File: src/rtl/mult_pkg.sv
// Shared definitions for the shift-add multiplier sequencer.
// Optional feature macro: MULT_SIGNED_EN (two's complement operands).
package mult_pkg;

  // Operand width used when the parent does not override WIDTH.
  localparam int DEFAULT_WIDTH = 8;

  // Iteration counter must be able to hold the value WIDTH itself.
  function automatic int cntWidth(input int w);
    return $clog2(w + 1);
  endfunction

  localparam int CNT_WIDTH = $clog2(DEFAULT_WIDTH + 1);

  // Sequencer states; FIX is only reachable when signed mode is built in.
  typedef enum logic [1:0] {
    IDLE = 2'd0,
    RUN  = 2'd1,
    FIX  = 2'd2,
    DONE = 2'd3
  } state_t;

endpackage

File: src/rtl/mult_shift_add_dp.sv
// Shift-add datapath: multiplicand register, accumulator, multiplier shift
// register and the WIDTH+1-bit adder that feeds the accumulator.
// Optional feature macro: MULT_SIGNED_EN (magnitude capture and final negate).
module mult_shift_add_dp
  import mult_pkg::*;
#(
  parameter int WIDTH = DEFAULT_WIDTH
) (
  input  logic               clk,
  input  logic               rst,
  input  logic               load_i,
  input  logic               step_i,
`ifdef MULT_SIGNED_EN
  input  logic               fix_i,
`endif
  input  logic [WIDTH-1:0]   mcand_i,
  input  logic [WIDTH-1:0]   mplr_i,
  output logic [2*WIDTH-1:0] result_o
);

  logic [WIDTH-1:0] mcand_q;
  logic [WIDTH-1:0] acc_q;
  logic [WIDTH-1:0] mplr_q;
  logic [WIDTH-1:0] mcandMag;
  logic [WIDTH-1:0] mplrMag;
  logic [WIDTH:0]   sum;

`ifdef MULT_SIGNED_EN
  logic               neg_q;
  logic               negNext;
  logic [2*WIDTH-1:0] negResult;

  // Operands enter as magnitudes; the product sign is remembered separately.
  // The most negative value maps onto itself, which is its correct unsigned magnitude.
  always_comb begin
    mcandMag  = mcand_i[WIDTH-1] ? -mcand_i : mcand_i;
    mplrMag   = mplr_i[WIDTH-1]  ? -mplr_i  : mplr_i;
    negNext   = mcand_i[WIDTH-1] ^ mplr_i[WIDTH-1];
    negResult = -{acc_q, mplr_q};
  end
`else
  // Unsigned build: operands are captured unchanged.
  always_comb begin
    mcandMag = mcand_i;
    mplrMag  = mplr_i;
  end
`endif

  // The carry out of the add lands in the accumulator MSB after the shift.
  always_comb begin
    sum = {1'b0, acc_q} + (mplr_q[0] ? {1'b0, mcand_q} : '0);
  end

  // Capture on load, one shift-add per step, optional negate in the fix cycle.
  always_ff @(posedge clk or negedge rst) begin
    if (!rst) begin
      mcand_q <= '0;
      acc_q   <= '0;
      mplr_q  <= '0;
`ifdef MULT_SIGNED_EN
      neg_q   <= 1'b0;
`endif
    end else if (load_i) begin
      mcand_q <= mcandMag;
      acc_q   <= '0;
      mplr_q  <= mplrMag;
`ifdef MULT_SIGNED_EN
      neg_q   <= negNext;
`endif
    end else if (step_i) begin
      acc_q   <= sum[WIDTH:1];
      mplr_q  <= {sum[0], mplr_q[WIDTH-1:1]};
`ifdef MULT_SIGNED_EN
    end else if (fix_i && neg_q) begin
      {acc_q, mplr_q} <= negResult;
`endif
    end
  end

  assign result_o = {acc_q, mplr_q};

endmodule

File: src/rtl/mult_sequencer.sv
// Sequential WIDTH x WIDTH multiplier: FSM, iteration counter and the
// registered product/valid/done outputs around the shift-add datapath.
// Optional feature macro: MULT_SIGNED_EN (signed operands, extra FIX cycle).
module mult_sequencer
  import mult_pkg::*;
#(
  parameter int WIDTH = DEFAULT_WIDTH
) (
  input  logic               clk,
  input  logic               rst,
  input  logic               start,
  input  logic [WIDTH-1:0]   plicand,
  input  logic [WIDTH-1:0]   pliar,
  output logic               busy,
  output logic               done,
  output logic [2*WIDTH-1:0] product,
  output logic               valid
);

  localparam int CntW = cntWidth(WIDTH);
  localparam logic [CntW-1:0] LastCnt = CntW'(WIDTH - 1);

  state_t             state_q, state_d;
  logic [CntW-1:0]    cnt_q, cnt_d;
  logic [2*WIDTH-1:0] product_q, product_d;
  logic               valid_q, valid_d;
  logic               done_q, done_d;
  logic               doLoad;
  logic               doStep;
  logic [2*WIDTH-1:0] result;
`ifdef MULT_SIGNED_EN
  logic               doFix;
`endif

  mult_shift_add_dp #(
    .WIDTH (WIDTH)
  ) u_dp (
    .clk      (clk),
    .rst      (rst),
    .load_i   (doLoad),
    .step_i   (doStep),
`ifdef MULT_SIGNED_EN
    .fix_i    (doFix),
`endif
    .mcand_i  (plicand),
    .mplr_i   (pliar),
    .result_o (result)
  );

  // Next-state, counter and output-register updates; start only counts in IDLE.
  always_comb begin
    state_d   = state_q;
    cnt_d     = cnt_q;
    product_d = product_q;
    valid_d   = valid_q;
    done_d    = 1'b0;
    doLoad    = 1'b0;
    doStep    = 1'b0;
`ifdef MULT_SIGNED_EN
    doFix     = 1'b0;
`endif
    unique case (state_q)
      IDLE: begin
        if (start) begin
          doLoad  = 1'b1;
          cnt_d   = '0;
          valid_d = 1'b0;
          state_d = RUN;
        end
      end
      RUN: begin
        doStep = 1'b1;
        cnt_d  = cnt_q + 1'b1;
        if (cnt_q == LastCnt) begin
`ifdef MULT_SIGNED_EN
          state_d = FIX;
`else
          state_d = DONE;
`endif
        end
      end
      FIX: begin
`ifdef MULT_SIGNED_EN
        doFix   = 1'b1;
        state_d = DONE;
`else
        state_d = IDLE;
`endif
      end
      DONE: begin
        product_d = result;
        valid_d   = 1'b1;
        done_d    = 1'b1;
        state_d   = IDLE;
      end
      default: state_d = IDLE;
    endcase
  end

  // State, counter and output registers, all cleared by the async reset.
  always_ff @(posedge clk or negedge rst) begin
    if (!rst) begin
      state_q   <= IDLE;
      cnt_q     <= '0;
      product_q <= '0;
      valid_q   <= 1'b0;
      done_q    <= 1'b0;
    end else begin
      state_q   <= state_d;
      cnt_q     <= cnt_d;
      product_q <= product_d;
      valid_q   <= valid_d;
      done_q    <= done_d;
    end
  end

  assign busy    = (state_q != IDLE);
  assign done    = done_q;
  assign product = product_q;
  assign valid   = valid_q;

endmodule
File: config.mk
export PLATFORM = sky130hd
export DESIGN_NAME = mult_sequencer
export DESIGN_NICKNAME = d
export VERILOG_FILES = /design/src/rtl/mult_pkg.sv /design/src/rtl/mult_shift_add_dp.sv /design/src/rtl/mult_sequencer.sv
export SDC_FILE = /design/constraint.sdc
export NUM_CORES = 1
export LEC_CHECK = 0
export CAP_MARGIN = 5
export CORE_MARGIN = 2
export CORE_UTILIZATION = 35
export DETAILED_ROUTE_END_ITERATION = 8
export SYNTH_ARGS = -nofsm -noshare
export SYNTH_HDL_FRONTEND = slang
export SYNTH_SLANG_ARGS = --single-unit
File: constraint.sdc
create_clock -name clk -period 1.75 [get_ports clk]
set_input_delay 0.525 -clock clk [delete_from_list [all_inputs] [get_ports clk]]
set_output_delay 0.525 -clock clk [all_outputs]
set_load 0.01 [all_outputs]
==> impl_metrics.csv <==
group,metric,value,unit
synth,syn-cell-area,2210,um^2
synth,synthXorXnorAreaFrac,0.0198,
floorplanning,rows,28,
cells_and_area,layout_common_cells,"47 x dfrtp_1, 20 x buf_4, 19 x nand2_1, 19 x mux2_2, 18 x clkdlybuf4s50_1",
floorplanning,ios,38,
timing,min_period,1870,ps
clock_network,cts.sinks,48,
floorplanning,die_area,6980,um^2
synth,synth_compound_area_frac,0.121,
timing,setup_slack,-116,ps
cells_and_area,multi_input_comb_area,1080,um^2
worst_setup_path,worst_setup_path_end_kind,"register",
drt,drtIter0Drc,66,
worst_setup_path,crit_type,"register to register",
drt,vias_per_cell,5.03,
place,post-place-cells,313,
synth,synth_cell_types,35,
power_and_ir_drop,p_leak,0.00155,uW
drt,wire_per_inst,15.3,um
grt,grt_use_total,0.151,
floorplanning,die_h,83.5,um
flow_run,maxCapViolations,0,
cells_and_area,utilization,0.520,
worst_setup_path,critPathMaxFanout,8,
drt,via_count,1626,
synth,synthSimpleGateAreaFrac,0.106,
floorplanning,initial_utilization,0.367,
floorplanning,core_area,6030,um^2
clock_network,h-tree-depth,2,
synth,synth.avg_cell_area,11.9,um^2
cells_and_area,area_growth,41.5,%
run_status,violations,"negative setup slack",
synth,syn_inst,186,
cells_and_area,final_common_cell,"dfrtp_1",
synth,synthAdderAreaFrac,0.0599,
synth,synth_top_family_by_area,"multiplexers",
place,placed_cell_area,2880,um^2
cells_and_area,fin_cells,323,
cells_and_area,n_antenna_cell,0,
timing,rsz0062_at_grt,"true",
synth,syn_nets,215,
cells_and_area,ff_latch_area,1200,um^2
timing,fmax,0.536,GHz
clock_network,clk_path_buf_depth,2,
synth,ys.flop_type,"dfrtp_1",
worst_setup_path,rr_startpoint,"u_dp.mplr_q[0]",
floorplanning,die_w,83.5,um
timing,max_slew.worst_pin.slew,440,ps
synth,ys_seq_elements,48,
timing,final_max_slew_viol_count,0,
run_status,status,"finished, violations left",
power_and_ir_drop,peakVddDrop,712,uV
synth,synth_enable_flop_cells,0,
drt,wirelength,4930,um
timing,slew_headroom,0.707,
grt,gr-total-overflow,0,
hold_path,hold_path.class,"primary input to async pin",
place,port_buffers,37,
timing,min_period_over_period,1.07,
worst_setup_path,reg2reg_slack,-120,ps
synth,async_flop_share,1.00,
cells_and_area,nets,276,
grt,antenna_found_initial,0,
worst_setup_path,required,1970,ps
place,place_congestion,0.862,
power_and_ir_drop,p_per_area,1760,nW/um^2
grt,grt_max_degree,19,
synth,synthMuxAreaShare,0.127,
grt,grt_pass1_vias,1708,
cells_and_area,layout-drive-gt1-share,0.298,
clock_network,clk_pin_slew,90,ps
cells_and_area,fillers,544,
clock_network,clockRootBuffer,"clkbuf_8",
timing,timing.final.hold_violations,0,
worst_setup_path,timing.rr.end,"u_dp.acc_q[4]",
synth,ys_seq_area_frac,0.543,
drt,drc,0,
cells_and_area,fin_area,3130,um^2
timing,setup_viol,5,
drt,dr.pass1.iters,4,
clock_network,cts_tree,"yes",
timing,clock-skew-final,4.38,ps
worst_setup_path,r2r_cells,6,
grt,grt_first_pass_wirelength,8360,um
clock_network,cts_made_buffers,5,
drt,postRouteAntennaNets,0,
place,place_hpwl,3570,um
worst_setup_path,critPathLaunchType,"register",
worst_setup_path,arrival,2090,ps
clock_network,clk-insertion-delay-late,300,ps
synth,synth_warnings,0,
## what timing repair did
action                     in CTS  in global routing
setup endpoints to repair       8                 22
hold buffers                    0                  0
resized for setup              22                 17
setup buffers                   2                  0
pin swaps                      13                  5
## area by class of cell
type                       instances  share of cell area
sequential                        48               0.384
clock inverter                     3              0.0136
multi-input combinational        127               0.345
timing repair buffer              61               0.201
tap                               75              0.0300
inverter                           4             0.00479
clock buffer                       5              0.0220
## worst max-delay path by stage
stage | from | to | slack, ps | depth (start not counted)
finish | u_dp.mplr_q[0] | u_dp.acc_q[4] | -120 | 6
global route | u_dp.mplr_q[0] | u_dp.acc_q[3] | -190 | 7
CTS | u_dp.mplr_q[0] | u_dp.acc_q[7] | -130 | 7
detailed placement | u_dp.mplr_q[0] | u_dp.acc_q[6] | -200 | 6
global placement | u_dp.mplr_q[0] | u_dp.acc_q[7] | -170 | 7
floorplan | u_dp.mplr_q[0] | u_dp.acc_q[7] | -30 | 7
## sequential cells by signal (all words and copies together) (netlist names)
name and cells:
cnt_q 4, done 1, product 16, state_q 2, u_dp.acc_q 8, u_dp.mcand_q 8
u_dp.mplr_q 8, valid 1
## cell usage after synthesis, drive strengths merged (2+ instances only)
library cell / n / area (um^2)
and2: 8 / 50.1
clkbuf: 3 / 11.3
nand2: 19 / 71.3
a21oi: 5 / 25.0
inv: 4 / 15.0
dfrtp: 48 / 1200
o2111ai: 2 / 17.5
a22oi: 8 / 60.1
mux2: 25 / 282
nor2: 5 / 18.8
xor2: 3 / 26.3
and2b: 2 / 15.0
nand2b: 2 / 12.5
a22o: 3 / 26.3
o21ai: 18 / 90.1
nand3: 2 / 10.0
buf: 4 / 26.3
ha: 9 / 113
xnor2: 2 / 17.5
## routing by layer
metal  wire (um)  vias to the layer above  global-route usage
li1            -                      784                   -
met1        2270                      798               0.200
met2        2400                       37               0.243
met3         172                        7              0.0386
met4          85                        0              0.0513
met5           0                        -                   0
## worst max-delay path, cell delays in order (launching register included)
cell	delay (ps)
dfrtp_2	460
and2_4	180
ha_4	240
a211oi_4	310
nor3b_2	100
or4_1	410
o2111ai_1	90
## stage by stage
stage | worst slack, ps | total power [uW] | hold WS [ps] | TNS, ps
after floorplan | -29.1 | 3420 | 229 | -41.1
after detailed placement | -203 | 4550 | 470 | -2430
after global routing | -194 | 5930 | 170 | -927
after global placement | -169 | 4450 | 466 | -1960
final | -116 | 5510 | 153 | -483
after CTS | -133 | 5560 | 154 | -503
## power by group
part	total [uW]	switching, uW	internal [uW]
registers	1960	336	1620
logic	2740	1230	1510
clock network	814	391	423
## cells by family (layout without fill, tap and decap cells)
group,after synthesis,count (layout)
simple gates,46,46
compound gates,41,41
flops,48,48
fa+ha+maj,10,10
buf+inv,11,73
xor+xnor,5,5
mux,25,25
Power figures use the tool's default switching activity.
